`config.mk`:
```
export PLATFORM = sky130hd
export DESIGN_NAME = bin2bcd_seq
export DESIGN_NICKNAME = d
export VERILOG_FILES = /design/src/rtl/bin2bcd_pkg.sv /design/src/rtl/bin2bcd_seq_add3.sv /design/src/rtl/bin2bcd_seq.sv
export SDC_FILE = /design/constraint.sdc
export NUM_CORES = 1
export LEC_CHECK = 0
export CORE_MARGIN = 5
export CORE_UTILIZATION = 58
export DETAILED_ROUTE_END_ITERATION = 10
export PLACE_DENSITY = 0.84
export REMOVE_ABC_BUFFERS = 1
export SLEW_MARGIN = 20
export SYNTH_ARGS = -nofsm -noshare
export SYNTH_HDL_FRONTEND = slang
export SYNTH_SLANG_ARGS = --single-unit
```
`constraint.sdc`:
```
create_clock -name clk -period 2.8 [get_ports clk]
set_clock_uncertainty 0.05 [all_clocks]
set_input_delay 0.84 -clock clk [delete_from_list [all_inputs] [get_ports clk]]
set_output_delay 0.84 -clock clk [all_outputs]
set_load 0.05 [all_outputs]
```
`src/rtl/bin2bcd_pkg.sv`:
```
// bin2bcd_pkg: shared types and constants for the sequential binary-to-BCD converter
package bin2bcd_pkg;
  typedef enum logic [1:0] {IDLE, SHIFT, FINISH} state_t;
  localparam int DIG_W = 4;
  localparam int ADD3_TH = 5;
endpackage

```
`src/rtl/bin2bcd_seq_add3.sv`:
```
// bcd_add3_digit: double-dabble correction cell, adds 3 to a BCD digit of 5 or more
module bcd_add3_digit
  import bin2bcd_pkg::*;
(
  input  logic [DIG_W-1:0] d_in,
  output logic [DIG_W-1:0] d_out
);
  always_comb d_out = (d_in >= DIG_W'(ADD3_TH)) ? d_in + DIG_W'(3) : d_in;
endmodule

```
`src/rtl/bin2bcd_seq.sv`:
```
// bin2bcd_seq: multi-cycle shift-add-3 binary to packed BCD converter with start/done handshake
module bin2bcd_seq
  import bin2bcd_pkg::*;
#(
  parameter int BIN_W = 14,
  parameter int DIGITS = 4
) (
  input  logic                      clk,
  input  logic                      rst,
  input  logic                      start,
  input  logic [BIN_W-1:0]          bin_in,
  input  logic                      neg_in,
  output logic                      busy,
  output logic                      done,
  output logic [DIG_W*DIGITS-1:0]   bcd_out,
  output logic                      neg_out,
  output logic                      overflow
);
  localparam int unsigned MAXVAL = 10 ** DIGITS - 1;
  localparam int BCD_W = DIG_W * DIGITS;
  localparam int CNT_W = $clog2(BIN_W + 1);
  state_t state_q, state_d;
  logic [CNT_W-1:0] cnt_q, cnt_d;
  logic [BIN_W-1:0] shreg_q, shreg_d;
  logic [BCD_W-1:0] scr_q, scr_d, adj, bcd_q, bcd_d;
  logic neg_q, neg_d, ovf_q, ovf_d, neg_out_q, neg_out_d, ovf_out_q, ovf_out_d, done_q, done_d;
  for (genvar g = 0; g < DIGITS; g++) begin : g_dig
    bcd_add3_digit u_add3 (.d_in(scr_q[DIG_W*g +: DIG_W]), .d_out(adj[DIG_W*g +: DIG_W]));
  end
  always_ff @(posedge clk or negedge rst) begin
    if (!rst) begin
      state_q   <= IDLE;
      cnt_q     <= '0;
      shreg_q   <= '0;
      scr_q     <= '0;
      neg_q     <= 1'b0;
      ovf_q     <= 1'b0;
      bcd_q     <= '0;
      neg_out_q <= 1'b0;
      ovf_out_q <= 1'b0;
      done_q    <= 1'b0;
    end else begin
      state_q   <= state_d;
      cnt_q     <= cnt_d;
      shreg_q   <= shreg_d;
      scr_q     <= scr_d;
      neg_q     <= neg_d;
      ovf_q     <= ovf_d;
      bcd_q     <= bcd_d;
      neg_out_q <= neg_out_d;
      ovf_out_q <= ovf_out_d;
      done_q    <= done_d;
    end
  end
  always_comb
    state_d = (state_q == IDLE)   ? (start ? SHIFT : IDLE) :
              (state_q == SHIFT)  ? ((cnt_q == CNT_W'(1)) ? FINISH : SHIFT) : IDLE;
  always_comb begin
    cnt_d     = cnt_q;
    shreg_d   = shreg_q;
    scr_d     = scr_q;
    neg_d     = neg_q;
    ovf_d     = ovf_q;
    bcd_d     = bcd_q;
    neg_out_d = neg_out_q;
    ovf_out_d = ovf_out_q;
    done_d    = 1'b0;
    case (state_q)
      IDLE: if (start) begin
        shreg_d = bin_in;
        scr_d   = '0;
        neg_d   = neg_in;
        ovf_d   = 32'(bin_in) > MAXVAL;
        cnt_d   = CNT_W'(BIN_W);
      end
      SHIFT: begin
        {scr_d, shreg_d} = {adj[BCD_W-2:0], shreg_q, 1'b0};
        cnt_d = cnt_q - CNT_W'(1);
      end
      FINISH: begin
        bcd_d     = ovf_q ? {DIGITS{DIG_W'(9)}} : scr_q;
        neg_out_d = neg_q;
        ovf_out_d = ovf_q;
        done_d    = 1'b1;
      end
      default: ;
    endcase
  end
  always_comb begin
    busy     = state_q != IDLE;
    done     = done_q;
    bcd_out  = bcd_q;
    neg_out  = neg_out_q;
    overflow = ovf_out_q;
  end
endmodule

```
# Yosys cells after proc, flatten, opt, wreduce, memory -nomap -nowiden
# Cells that the tools add are included.
dict set report totals {
  input_bits 18
  out_inout_bits 20
  wordCells 45
  regBits 57
}
dict set report op_classes {
  add_sub_neg 5
  muxes 16
  eq_ne 4
  order_cmp 5
  n_reduce_logical 5
}
# operator n
set ops {}
lappend ops {{$mux 16} 2}
lappend ops {{$pmux 16 s2} 1}
lappend ops {{$pmux 14 s2} 1}
lappend ops {{$ge 4x3->1 const B} 4}
lappend ops {{$mux 4} 4}
lappend ops {{$gt 14x14->1 const B} 1}
lappend ops {{$mux 14} 1}
lappend ops {{$add 4x2->4 const B} 3}
lappend ops {{$pmux 4 s2} 1}
lappend ops {{$mux 2} 3}
lappend ops {{$eq 4x1->1 const B} 1}
lappend ops {{$reduce_and 2->1} 2}
lappend ops {{$reduce_bool 2->1} 2}
lappend ops {{$sub 4x1->4 const B} 1}
lappend ops {{$add 3x2->3 const B} 1}
lappend ops {{$mux 3} 1}
lappend ops {{$eq 2x1->1 const B} 1}
lappend ops {{$eq 2x2->1 const B} 1}
lappend ops {{$logic_not 2->1} 1}
lappend ops {{$mux 1} 2}
lappend ops {{$ne 2x2->1 const B} 1}

# Logic depth before layout (Yosys ltp)
# Gate-level depths: netlist of the first run.
dict set report depth {
  word_depth 4
  depth_mapped 6
  mapped_depth_nobuf 6
}

# By module
# A second synthesis of the first run with hierarchy kept.
dict set report hier_totals {
  cells_unflattened 326
  hier_area_um2 2876.5
}
# module cells_each area_each_um2 seq_area_each_um2 n_inst
set modules_own_cells {}
lappend modules_own_cells {bin2bcd_seq 262 2471.1 1426.4 1}
lappend modules_own_cells {bcd_add3_digit 16 101.3 0.0 4}

# Least setup slack after synthesis of the first run
# Ideal clock, no wire load.
dict set report synth_timing {
  kind {input -> register}
  start {input port start}
  end {register scr_q[11]}
  t_required_ns 2.628
  arrival_time_ns 1.630
  setup_time_ns 0.122
  path_slack_ns 0.998
  stages 5
  path_cell_list {or3b_1 > buf_6 > nand2_4 > o31ai_1 > a32o_1}
}
dict set report synth_between {
  elab_chain_cells 2
}
# element line
set synth_lines {}
lappend synth_lines {{from (decl)} bin2bcd_seq.sv:10} ;# input logic start,
lappend synth_lines {{$ne 2x2->1 (no line)} --}
lappend synth_lines {{$reduce_and 2->1 (no line)} --}
lappend synth_lines {{to (signal assigned)} bin2bcd_seq.sv:46} ;# scr_q <= scr_d;
lappend synth_lines {{to (decl)} bin2bcd_seq.sv:25} ;# logic [BCD_W-1:0] scr_q, scr_d, adj, bcd_q, bcd_d;
# No other way between the ends.
# A chain may end at the register's enable or synchronous reset.

# Worst setup path after layout of the first run
dict set report layout_timing {
  start {register state_q[1]}
  end {output port busy}
}
dict set report layout_between {
  elab_chain_cells 1
}
# element line
set layout_lines {}
lappend layout_lines {{from (decl)} bin2bcd_seq.sv:22} ;# state_t state_q, state_d;
lappend layout_lines {{from (signal assigned)} bin2bcd_seq.sv:43} ;# state_q <= state_d;
lappend layout_lines {{$reduce_bool 2->1} bin2bcd_seq.sv:90} ;# busy = state_q != IDLE;
lappend layout_lines {{to (decl)} bin2bcd_seq.sv:13} ;# output logic busy,
# No other way between the ends.

==> flow_summary.json, run 1 <==
{
  "status": "finished clean",
  "nets": 334,
  "hpwl_um": 3640,
  "place_area_sq_um": 3080,
  "io_pins": 38,
  "cellLeakagePower_nw": 1.53,
  "period_needed_ns": 2.67,
  "setup_violations": 0,
  "arrival_ns": 1.78,
  "design_area_sq_um": 3310,
  "place_inst": 347,
  "drt-total-wl_um": 5220,
  "antenna_found_initial": 0,
  "rrSetupSlack_ns": 0.93,
  "multi_input_area_sq_um": 1110,
  "grt_pass1_vias": 2084,
  "finalWorstSetupSlack_ns": 0.125,
  "crit_path_start_kind": "register",
  "clock_latency_ns": 0.33,
  "grt_max_degree": 36,
  "fmax_mhz": 374,
  "holdBufCountCts": 0,
  "synth-warning-count": 0,
  "ys.flop_type": "dfrtp_1",
  "ys_seq_elements": 57,
  "synth_edf_count": 0,
  "fp.dieH_um": 77.8,
  "r2r_cells": 4,
  "fin_crit_sh_pct": 95.5,
  "slew_violations": 0,
  "drt_iter0_drc": 108,
  "power.total_mw": 4.12,
  "placement.io_buffers": 37,
  "cts_max_level": 3,
  "grt-ovfl-total": 0,
  "final_cell_count_no_fill": 363,
  "holdWs_ns": 0.425,
  "ir_worst_vdd_mv": 0.594,
  "fillerInstances": 337,
  "cts_setup_buffers": 0,
  "seqCellArea_sq_um": 1430,
  "die_w_um": 77.8,
  "worst_pin_slew_ns": 0.780,
  "place_ws_ns": 0.424,
  "grtUsageTotal_pct": 19.1,
  "maxCapViolCount": 0,
  "clockBufferDepth": 2,
  "final_cell_mix": "dfrtp_1, nand2_1, clkdlybuf4s50_1, o21ai_0",
  "ctsResizeCount": 0,
  "crit_required_ns": 1.91,
  "endpoint_kind": "primary output",
  "synth-async-reset-ratio_pct": 100,
  "cts_root_buf": "clkbuf_8",
  "avgRoutedWirePerCell_um": 14.4,
  "drive_above_1_share_pct": 11.3,
  "clkTransAtPathRegs_ns": 0.06,
  "synthCells": 266,
  "drc_errors": 0,
  "pwr_density_cell_nw_per_um2": 1240,
  "diodes": 0,
  "viasPerCell": 5.58,
  "fin_setup_tns_ns": 0,
  "num_vias": 2026,
  "mostFrequentLayoutCell": "dfrtp_1",
  "r2r_start": "state_q[1]",
  "coreArea_sq_um": 4410,
  "timing.rr.end": "scr_q[3]",
  "rsz0062_at_grt": "false",
  "worstSetupPathType": "reg -> out",
  "gp_congestion": 0.776,
  "min_path_type": "in -> async",
  "syn_area_sq_um": 2660,
  "syn_area_per_cell_sq_um": 10.0,
  "ant_nets": 0,
  "syn_to_final_growth_pct": 24.4,
  "initial_core_util_pct": 60.3,
  "cts_tree": "yes",
  "grt_pass1_wl_um": 9180,
  "worstPathMaxFanout": 6,
  "rows": 24,
  "firstDrtPassIters": 4,
  "slew_headroom_pct": 48.0,
  "cts_made_buffers": 9,
  "ys_seq_area_share_pct": 53.5,
  "final_hold_viol_count": 0,
  "ys_types": 30,
  "utilization_pct": 75.1,
  "dieArea_sq_um": 6050,
  "clock-sinks": 57
}
[report_power, final]
group          leakage (nW)  switching (mW)  internal (mW)
sequential            0.710           0.286           1.17
combinational         0.702            1.08          0.716
clock                 0.115           0.322          0.546
total                  1.53            1.69           2.43
[flip-flops by register name, indices dropped and copies added, names as in the netlist]
| signal | flops |
|---|---|
| bcd_out | 16 |
| cnt_q | 4 |
| done | 1 |
| neg_out | 1 |
| neg_q | 1 |
| overflow | 1 |
| ovf_q | 1 |
| scr_q | 16 |
| shreg_q | 14 |
| state_q | 2 |
[per-layer routing]
layer	global-route usage, %	part of all wire, %
met5	0	0
met2	32.2	50
met4	8.42	1.5
met3	6.60	6.0
met1	21.9	43
[layout make-up]
type,count,share of cell area (%)
tap,52,1.96
timing repair buffer,45,13.2
inverter,11,1.25
multi-input combinational,182,33.6
sequential,57,43.1
clock inverter,5,2.34
clock buffer,11,4.57
[cells by family after synthesis]
family	count (synthesis)	synth area share, %
buf+inv	27	4.65
mux	6	2.54
flops	57	53.5
xor+xnor	8	2.63
simple gates	96	17.0
fa+ha+maj	10	4.70
compound gates	62	15.0
[critical path, stage by stage, from the launching register on]
cell and delay, ns:
dfrtp_1 0.44, or2_2 0.32, clkdlybuf4s50_1 0.70
[Yosys cell counts, types with 2 or more instances]
master | count | area, sq um
nand2_1 | 53 | 199
inv_1 | 11 | 41.3
buf_2 | 12 | 60.1
o31ai_1 | 12 | 90.1
nand2b_1 | 10 | 62.6
nor2_1 | 9 | 33.8
mux2_2 | 6 | 67.6
a21oi_1 | 5 | 25.0
nor4_1 | 2 | 12.5
ha_1 | 10 | 125
clkbuf_1 | 3 | 11.3
nand3_1 | 13 | 65.1
a32o_1 | 4 | 40.0
o21ai_0 | 26 | 130
dfrtp_1 | 57 | 1430
xor2_1 | 3 | 26.3
a22oi_1 | 13 | 97.6
xnor2_1 | 5 | 43.8
[worst max path at each step]
stage          startpoint        end  slack (ns)  depth (start not counted)
6_report       state_q[1]       busy        0.13                          2
5_1_grt        state_q[1]       busy        0.06                          2
4_1_cts        state_q[1]       busy         0.1                          2
3_5_place_dp        start   scr_q[9]        0.42                          5
3_3_place_gp        start  scr_q[15]        0.46                          5
2_1_floorplan       start  scr_q[11]        0.80                          4
No activity file was read; power rests on OpenSTA's default activity.
==> run 2, diff against run 1 <==
--- a/config.mk
+++ b/config.mk
@@ -7,6 +7,7 @@
 export LEC_CHECK = 0
 export CORE_MARGIN = 5
 export CORE_UTILIZATION = 58
+export CTS_CLUSTER_DIAMETER = 30
 export DETAILED_ROUTE_END_ITERATION = 10
 export PLACE_DENSITY = 0.84
 export REMOVE_ABC_BUFFERS = 1
==> results of run 2 <==
Same layout as run 1: the final DEF is identical, and so are final timing and power.
==> run 3, diff against run 2 <==
--- a/config.mk
+++ b/config.mk
@@ -5,7 +5,8 @@
 export SDC_FILE = /design/constraint.sdc
 export NUM_CORES = 1
 export LEC_CHECK = 0
-export CORE_MARGIN = 5
+export CORE_ASPECT_RATIO = 1.2
+export CORE_MARGIN = 4
 export CORE_UTILIZATION = 58
 export CTS_CLUSTER_DIAMETER = 30
 export DETAILED_ROUTE_END_ITERATION = 10
==> constraint.sdc (replaced) <==
create_clock -name clk -period 3.35 [get_ports clk]
set_clock_uncertainty 0.05 [all_clocks]
set_input_delay 1.005 -clock clk [delete_from_list [all_inputs] [get_ports clk]]
set_output_delay 1.005 -clock clk [all_outputs]
set_load 0.05 [all_outputs]
==> run 3 against run 2 <==
Sequential share of layout area increased by 1.1 points. Sequential cell count unchanged. Sequential power decreased by 16%. Non-clock buffer count decreased by 2. Cell count decreased by 0.28%. Critical path type unchanged. Highest routed layer unchanged.
==> flow_summary.json, run 3 (synthesized netlist as in run 1, its figures left out) <==
{
  "status": "finished clean",
  "fin_crit_sh_pct": 84.3,
  "r2r_cells": 4,
  "crit_path_start_kind": "register",
  "wl_met2_um": 2440,
  "ant_nets": 0,
  "fin_setup_tns_ns": 0,
  "cts_tree": "yes",
  "fp.dieH_um": 82.2,
  "finalWorstSetupSlack_ns": 0.526,
  "cts_made_buffers": 9,
  "rows": 26,
  "ctsResizeCount": 0,
  "highest_layer": "met4",
  "diodes": 0,
  "mostFrequentLayoutCell": "dfrtp_1",
  "grtUsageTotal_pct": 19.6,
  "clockBufferDepth": 2,
  "period_needed_ns": 2.82,
  "m1WireLength_um": 2200,
  "drt-total-wl_um": 4980,
  "firstDrtPassIters": 5,
  "fmax_mhz": 354,
  "io_pins": 38,
  "power.total_mw": 3.25,
  "setup_violations": 0,
  "hpwl_um": 3440,
  "pwr_density_cell_nw_per_um2": 1010,
  "avgRoutedWirePerCell_um": 13.8,
  "final_cell_mix": "dfrtp_1, nand2_1, clkdlybuf4s50_1, o21ai_0",
  "nets": 332,
  "grt_pass1_wl_um": 8670,
  "coreArea_sq_um": 4360,
  "rsz0062_at_grt": "false",
  "arrival_ns": 1.77,
  "drt_iter0_drc": 132,
  "worst_pin_slew_ns": 0.893,
  "drc_errors": 0,
  "cts_setup_buffers": 0,
  "place_ws_ns": 0.494,
  "clock-sinks": 57,
  "antenna_found_initial": 0,
  "cellLeakagePower_nw": 1.48,
  "holdBufCountCts": 0,
  "num_vias": 2009,
  "initial_core_util_pct": 61.1,
  "maxCapViolCount": 0,
  "grt-ovfl-total": 0,
  "min_path_type": "reg -> reg",
  "fillerInstances": 347,
  "utilization_pct": 74.2,
  "final_hold_viol_count": 0,
  "cts_root_buf": "clkbuf_8",
  "dieArea_sq_um": 5750,
  "slew_violations": 0,
  "cts_max_level": 3,
  "syn_to_final_growth_pct": 21.4,
  "placement.io_buffers": 37,
  "grt_max_degree": 34,
  "crit_required_ns": 2.29,
  "ir_worst_vdd_mv": 0.469,
  "die_w_um": 69.9,
  "viasPerCell": 5.55,
  "worstPathMaxFanout": 6,
  "grt_pass1_vias": 1973,
  "clock_latency_ns": 0.33,
  "slew_headroom_pct": 40.5,
  "drive_above_1_share_pct": 9.80,
  "endpoint_kind": "primary output",
  "worstSetupPathType": "reg -> out",
  "hold_depth": 2,
  "clkTransAtPathRegs_ns": 0.06,
  "gp_congestion": 0.769,
  "holdWs_ns": 0.424,
  "met3_length_um": 266
}
==> run 3: worst max-delay path, cell delays in order (launching register included) <==
cell,delay [ns]
dfrtp_1,0.43
or2_2,0.31
clkdlybuf4s50_1,0.70
==> run 3: per-stage QoR <==
stage | std cells | area (sq um)
global placement | 349 | 3060
CTS | 362 | 3230
floorplan | 250 | 2580
detailed placement | 349 | 3060
global route | 362 | 3230
finish | 362 | 3230
==> run 3: routing by layer <==
metal	up-vias	track usage, %
met5	-	0
met1	961	23.4
met4	0	8.81
met2	48	32.5
met3	8	6.78
li1	992	-
==> run 3: worst paths after layout <==
check,from,end,slack [ns]
min in group asynchronous,rst,bcd_out[12],0.69
min reg2reg,bcd_out[7],bcd_out[7],0.42
max in group asynchronous,rst,shreg_q[3],1.90
max reg2reg,state_q[1],scr_q[7],1.53
min,bcd_out[7],bcd_out[7],0.42
max,state_q[1],busy,0.53
==> run 3: power by group <==
| part | total (mW) | internal [mW] | switching (mW) |
|---|---|---|---|
| Sequential | 1.22 | 0.981 | 0.239 |
| Combinational | 1.47 | 0.586 | 0.886 |
| Clock | 0.558 | 0.317 | 0.241 |
==> run 3: cell type report <==
class | instances | area, sq um | share of cell area, %
clock buffer | 13 | 169 | 5.22
inverter | 11 | 41.3 | 1.28
multi-input combinational | 182 | 1120 | 34.5
sequential | 57 | 1430 | 44.1
tap | 56 | 70.1 | 2.17
timing repair buffer | 43 | 410 | 12.7
